## src/rtl/irs_nphase_write_controller.sv

```systemverilog
// N-phase IRS write controller: generates SSt/SSp/WRSTRB/WR for NUM_DAUGHTERS digitizers,
// fetching one block per phase from the block manager and counting missed fetches.
module irs_nphase_write_controller #(
  parameter int unsigned NUM_DAUGHTERS = 4,
  parameter int unsigned BLOCK_BITS    = 9,
  parameter int unsigned NUM_PHASES    = 2,
  parameter int unsigned PHASE_CYCLES  = 2,
  parameter int unsigned STRB_CYCLES   = 1
) (
  input  logic                                   clk_i,
  input  logic                                   rst_i,
  input  logic                                   sync_i,
  input  logic                                   enable_i,
  input  logic [NUM_DAUGHTERS-1:0]               mask_i,
  input  logic [NUM_DAUGHTERS*BLOCK_BITS-1:0]    blk_i,
  input  logic                                   blk_valid_i,
  output logic                                   blk_req_o,
  output logic [$clog2(NUM_PHASES)-1:0]          req_phase_o,
  output logic                                   wr_ack_o,
  output logic [$clog2(NUM_PHASES)-1:0]          ack_phase_o,
  output logic                                   missed_o,
  output logic [15:0]                            missed_cnt_o,
  output logic [NUM_DAUGHTERS-1:0]               ssp_o,
  output logic [NUM_DAUGHTERS-1:0]               sst_o,
  output logic [NUM_DAUGHTERS-1:0]               wrstrb_o,
  output logic [NUM_DAUGHTERS*(BLOCK_BITS+1)-1:0] wr_o,
  output logic [$clog2(NUM_PHASES)-1:0]          phase_o,
  output logic [1:0]                             state_o
);

  localparam int unsigned PW = $clog2(NUM_PHASES);
  localparam int unsigned CW = $clog2(PHASE_CYCLES);
  localparam int unsigned WW = BLOCK_BITS + 1;

  typedef enum logic [1:0] {
    ALIGN   = 2'd0,
    RUN     = 2'd1,
    UNUSED2 = 2'd2,
    UNUSED3 = 2'd3
  } state_t;

  state_t state_q, state_d;

  logic [PW-1:0]         phase_q;
  logic [CW-1:0]         cyc_q;
  logic                  primed_q;
  logic                  in_run, last_cyc, last_phase;
  logic                  ssp_q, sst_q, wrstrb_q;
  logic                  msb_q, ack_pend_q, wr_ack_q, missed_q;
  logic [PW-1:0]         ack_ph_q, ack_phase_q;
  logic [15:0]           missed_cnt_q;
  logic [BLOCK_BITS-1:0] addr_q [NUM_DAUGHTERS];

  assign in_run     = (state_q == RUN);
  assign last_cyc   = (cyc_q == CW'(PHASE_CYCLES - 1));
  assign last_phase = (phase_q == PW'(NUM_PHASES - 1));

  always_ff @(posedge clk_i or posedge rst_i) begin
    if (rst_i) state_q <= ALIGN;
    else       state_q <= state_d;
  end

  always_comb begin
    state_d = state_q;
    case (state_q)
      ALIGN:   if (!sync_i) state_d = RUN;
      RUN:     state_d = RUN;
      default: state_d = ALIGN;
    endcase
  end

  always_comb begin
    blk_req_o = in_run & enable_i & last_cyc;
    state_o   = state_q;
  end

  always_ff @(posedge clk_i or posedge rst_i) begin
    if (rst_i) begin
      phase_q  <= '0;
      cyc_q    <= '0;
      primed_q <= 1'b0;
    end else if (!in_run) begin
      phase_q <= '0;
      cyc_q   <= '0;
    end else if (last_cyc) begin
      cyc_q   <= '0;
      phase_q <= last_phase ? '0 : phase_q + PW'(1);
      if (last_phase) primed_q <= 1'b1;
    end else begin
      cyc_q <= cyc_q + CW'(1);
    end
  end

  always_ff @(posedge clk_i or posedge rst_i) begin
    if (rst_i) begin
      ssp_q    <= 1'b0;
      sst_q    <= 1'b0;
      wrstrb_q <= 1'b0;
    end else begin
      ssp_q    <= in_run && (phase_q == '0) && (cyc_q == '0);
      sst_q    <= in_run && (phase_q >= PW'(NUM_PHASES / 2));
      wrstrb_q <= in_run && (cyc_q >= CW'(PHASE_CYCLES - STRB_CYCLES));
    end
  end

  // The ending phase's MSB is stashed at the request slot because the new
  // block overwrites it at cyc 0, one cycle before that phase's ack is due.
  always_ff @(posedge clk_i or posedge rst_i) begin
    if (rst_i) begin
      msb_q        <= 1'b0;
      ack_pend_q   <= 1'b0;
      ack_ph_q     <= '0;
      ack_phase_q  <= '0;
      wr_ack_q     <= 1'b0;
      missed_q     <= 1'b0;
      missed_cnt_q <= '0;
      for (int unsigned d = 0; d < NUM_DAUGHTERS; d++) addr_q[d] <= '0;
    end else begin
      missed_q <= 1'b0;
      wr_ack_q <= 1'b0;
      if (in_run && last_cyc) begin
        ack_pend_q <= msb_q & primed_q;
        ack_ph_q   <= phase_q;
        if (enable_i && blk_valid_i) begin
          msb_q <= 1'b1;
          for (int unsigned d = 0; d < NUM_DAUGHTERS; d++)
            addr_q[d] <= blk_i[d*BLOCK_BITS +: BLOCK_BITS];
        end else begin
          msb_q <= 1'b0;
          if (enable_i) begin
            missed_q <= 1'b1;
            if (missed_cnt_q != '1) missed_cnt_q <= missed_cnt_q + 16'd1;
          end
        end
      end
      if (in_run && (cyc_q == '0)) begin
        wr_ack_q <= ack_pend_q;
        if (ack_pend_q) ack_phase_q <= ack_ph_q;
      end
    end
  end

  always_comb begin
    ssp_o    = {NUM_DAUGHTERS{ssp_q}} & mask_i;
    sst_o    = {NUM_DAUGHTERS{sst_q}} & mask_i;
    wrstrb_o = {NUM_DAUGHTERS{wrstrb_q}} & mask_i;
    wr_o     = '0;
    for (int unsigned d = 0; d < NUM_DAUGHTERS; d++)
      if (mask_i[d]) wr_o[d*WW +: WW] = {msb_q, addr_q[d]};
  end

  assign req_phase_o  = last_phase ? '0 : phase_q + PW'(1);
  assign wr_ack_o     = wr_ack_q;
  assign ack_phase_o  = ack_phase_q;
  assign missed_o     = missed_q;
  assign missed_cnt_o = missed_cnt_q;
  assign phase_o      = phase_q;

endmodule

```

## config.mk

```make
export PLATFORM = sky130hd
export DESIGN_NAME = irs_nphase_write_controller
export DESIGN_NICKNAME = d
export VERILOG_FILES = /design/src/rtl/irs_nphase_write_controller.sv
export SDC_FILE = /design/constraint.sdc
export NUM_CORES = 1
export LEC_CHECK = 0
export ABC_AREA = 1
export BUFFER_PORTS_ARGS = -buffer_cell sky130_fd_sc_hd__buf_2
export CAP_MARGIN = 0
export CORE_MARGIN = 1.5
export CORE_UTILIZATION = 49
export CTS_CLUSTER_DIAMETER = 30
export CTS_CLUSTER_SIZE = 24
export DETAILED_ROUTE_END_ITERATION = 10
export PLACE_DENSITY = 0.79
export SLEW_MARGIN = 20
export SYNTH_ARGS = -nofsm -noshare
export SYNTH_HDL_FRONTEND = slang
export SYNTH_SLANG_ARGS = --single-unit
```

## constraint.sdc

```tcl
create_clock -name clk_i -period 2.3 [get_ports clk_i]
set_input_delay 0.46 -clock clk_i [delete_from_list [all_inputs] [get_ports clk_i]]
set_output_delay 0.46 -clock clk_i [all_outputs]
set_load 0.05 [all_outputs]
```

==> run metrics <==
cts repair resizes 0; Setup crit end kind primary output; Setup CP Type reg -> out; fillers 558; CTS tree yes; CTS Hold Bufs 0; final cell count without fillers 654; Clock Path Buffers 2; Seq/Total Area, Yosys 49.8%; final worst setup slack 0.556 ns; Seq pwr share 42.7%; biggest area consumer among synthesized cells dfrtp_1; initial antenna violation count 0; HPWL after DPL 5.54 mm; M1 GR Usage 27.9%; global placement routability congestion 0.817; total routed wirelength 7.56 mm; cts bufs inserted 9; GRT Total Usage 21.9%; total number of vias 3065; vias in the first global route 2713; CTS root buf clkbuf_8; PD cells 760 mW/mm^2; gr ovfl total 0; Fin. Hold Viols 0; Ports 121; # DRC 0; antenna diode count 0; Final min period 1.74 ns; clock-pin slew on the worst setup and hold paths 0.07 ns; Mean Syn Cell Area 7.20 um^2; Most used DFF post-synth dfrtp_1; VDD IR max 581 uV; Comb power frac 22.8%; dpl cells 638; routed length per instance 11.6 um; top post-synthesis cells by count nand2_1, inv_1, dfrtp_1; iteration count of the initial detailed-routing pass 4; worst rel slew slack 64.7%; clock share of power 34.4%; Leak Pwr 2.71 nW; share of the synthesized area in the top cell type 49.8%; library cells used by synthesis 25; Finish-stage setup viols 0; nets@finish 618; number of setup buffers added after CTS 0; count leader, synth nand2_1; synthesized area 0.00327 mm^2; Fmax 573 MHz; row count 29; chip height 84.7 um; initial DRC count 160; CORE AREA 0.00639 mm^2; Worst Tran Pin Value 0.529 ns; Slew Viols, Final 0; fin util 64.8%; RSZ-0062 raised after global routing no; setup TNS 0 ns; largest net degree at the start of global routing 42; Internal 2.10 mW; syn nets 500; switching share of total power 33.1%; top cells by area, synth dfrtp_1, nand2_1, inv_1, nor2_1, xnor2_1; status completed; Final Cycle Share 75.8%; busiest grt layer met2; worst path required time 1.84 ns; layout cells sized above 1 26.3%; met2 usage 37.1%; Die ar. 0.00717 mm^2; Syn Inst Count 454; asr flop ratio synth 100%; Clock Sinks 65; insertion delay to the later sink of the worst-skew pair 0.33 ns; startpoint types register; H-tree depth 3; Setup WS pre-CTS 0.586 ns; initial core utilization 51.2%; input/output buffers 119; synth warn 0; Post-synth EDFFs 0; antenna viol nets, final 0; Die X 84.7 um; HP Class in -> async; Critical Path Fanout Max 4; WP data arrival 1.28 ns; P_sw 1.04 mW; first-pass GRT wire length 12.4 mm; via/cell ratio 4.69; synth-to-layout area growth 26.6%; max cap viols 0; FF+latch count, synth 65; GR met3 Demand/Resource 5.90%; clock skew 0.00544 ns
==> cell families (layout without fill, tap and decap cells) <==
kind of cell             count (synthesis)  in the layout  synth area share (%)
AO/OA/AOI/OAI                            8              8                  1.49
XOR/XNOR                                 6              6                  1.61
adder cells (fa/ha/maj)                  1              1                 0.383
buffers and inverters                   90            213                  11.3
flip-flops                              65             65                  49.8
other                                    1              1                 0.115
AND/OR/NAND/NOR                        283            283                  35.3
==> power by group through the flow <==
stage / Sequential (mW) / Combinational [mW] / Clock, mW
6_report: 1.34 / 0.717 / 1.08
5_1_grt: 1.36 / 0.774 / 1.17
4_1_cts: 1.34 / 0.723 / 1.11
3_5_place_dp: 1.36 / 0.721 / 0
3_3_place_gp: 1.36 / 0.712 / 0
2_1_floorplan: 1.44 / 0.449 / 0
==> final timing paths <==
| path | from | endpoint | slack, ns | depth (start not counted) |
|---|---|---|---|---|
| worst min-delay path | rst_i | addr_q[2] | 0.17 | 2 |
| worst max register to register | missed_cnt_o[0] | missed_cnt_o[13] | 0.67 | 6 |
| max in group asynchronous | rst_i | addr_q[25] | 1.53 | 3 |
| worst max-delay path | state_o[0] | blk_req_o | 0.56 | 3 |
| worst min register to register | primed_q | primed_q | 0.47 | 2 |
| min in group clk_i | sync_i | state_o[0] | 0.28 | 2 |
==> cell type report <==
class	instances	area, um^2	area share [%]
flip-flops and latches	65	1630	39.3
repair buffers	122	631	15.2
well taps	77	96.3	2.33
inverters	75	282	6.81
clock inverters	5	77.6	1.88
multi-input cells	299	1270	30.8
clock buffers	11	151	3.66
==> cells in the final DEF (no fill, tap or decap), types with 2 or more instances in the layout <==
master / count
nand2_4: 2
clkbuf_8: 11
buf_4: 2
nand2_1: 238
nand4_1: 8
clkinv_2: 2
inv_2: 5
nor2_1: 18
nand3b_1: 2
nor2_4: 2
bufinv_16: 2
buf_2: 119
o21ai_0: 6
xnor2_1: 6
inv_1: 69
dfrtp_1: 65
nand3_1: 9
==> per-layer routing <==
layer | vias to the layer above | wire (um)
li1 | 1559 | -
met5 | - | 0
met3 | 8 | 515
met2 | 114 | 3600
met1 | 1384 | 3360
met4 | 0 | 85
==> worst max-delay path, stage by stage, from the launching register on <==
cell and delay, ns:
dfrtp_1 0.40, nand2_2 0.13, nor2_1 0.14, buf_2 0.28
==> sequential cells by signal, summed over array words and instances (netlist names) <==
register      cells
ack_pend_q        1
ack_ph_q          1
ack_phase_o       1
addr_q           36
cyc_q             1
missed_cnt_o     16
missed_o          1
msb_q             1
phase_o           1
primed_q          1
ssp_q             1
sst_q             1
state_o           1
wr_ack_o          1
wrstrb_q          1
==> through the flow <==
step / power [mW] / cell area, um^2 / hold slack (ns)
6_report: 3.14 / 4140 / 0.172
5_1_grt: 3.30 / 4140 / 0.196
4_1_cts: 3.17 / 4140 / 0.175
3_5_place_dp: 2.08 / 3910 / 0.455
3_3_place_gp: 2.07 / 3910 / 0.451
2_1_floorplan: 1.89 / 3270 / 0.434
Note: power is estimated with default switching activity, not from simulation.
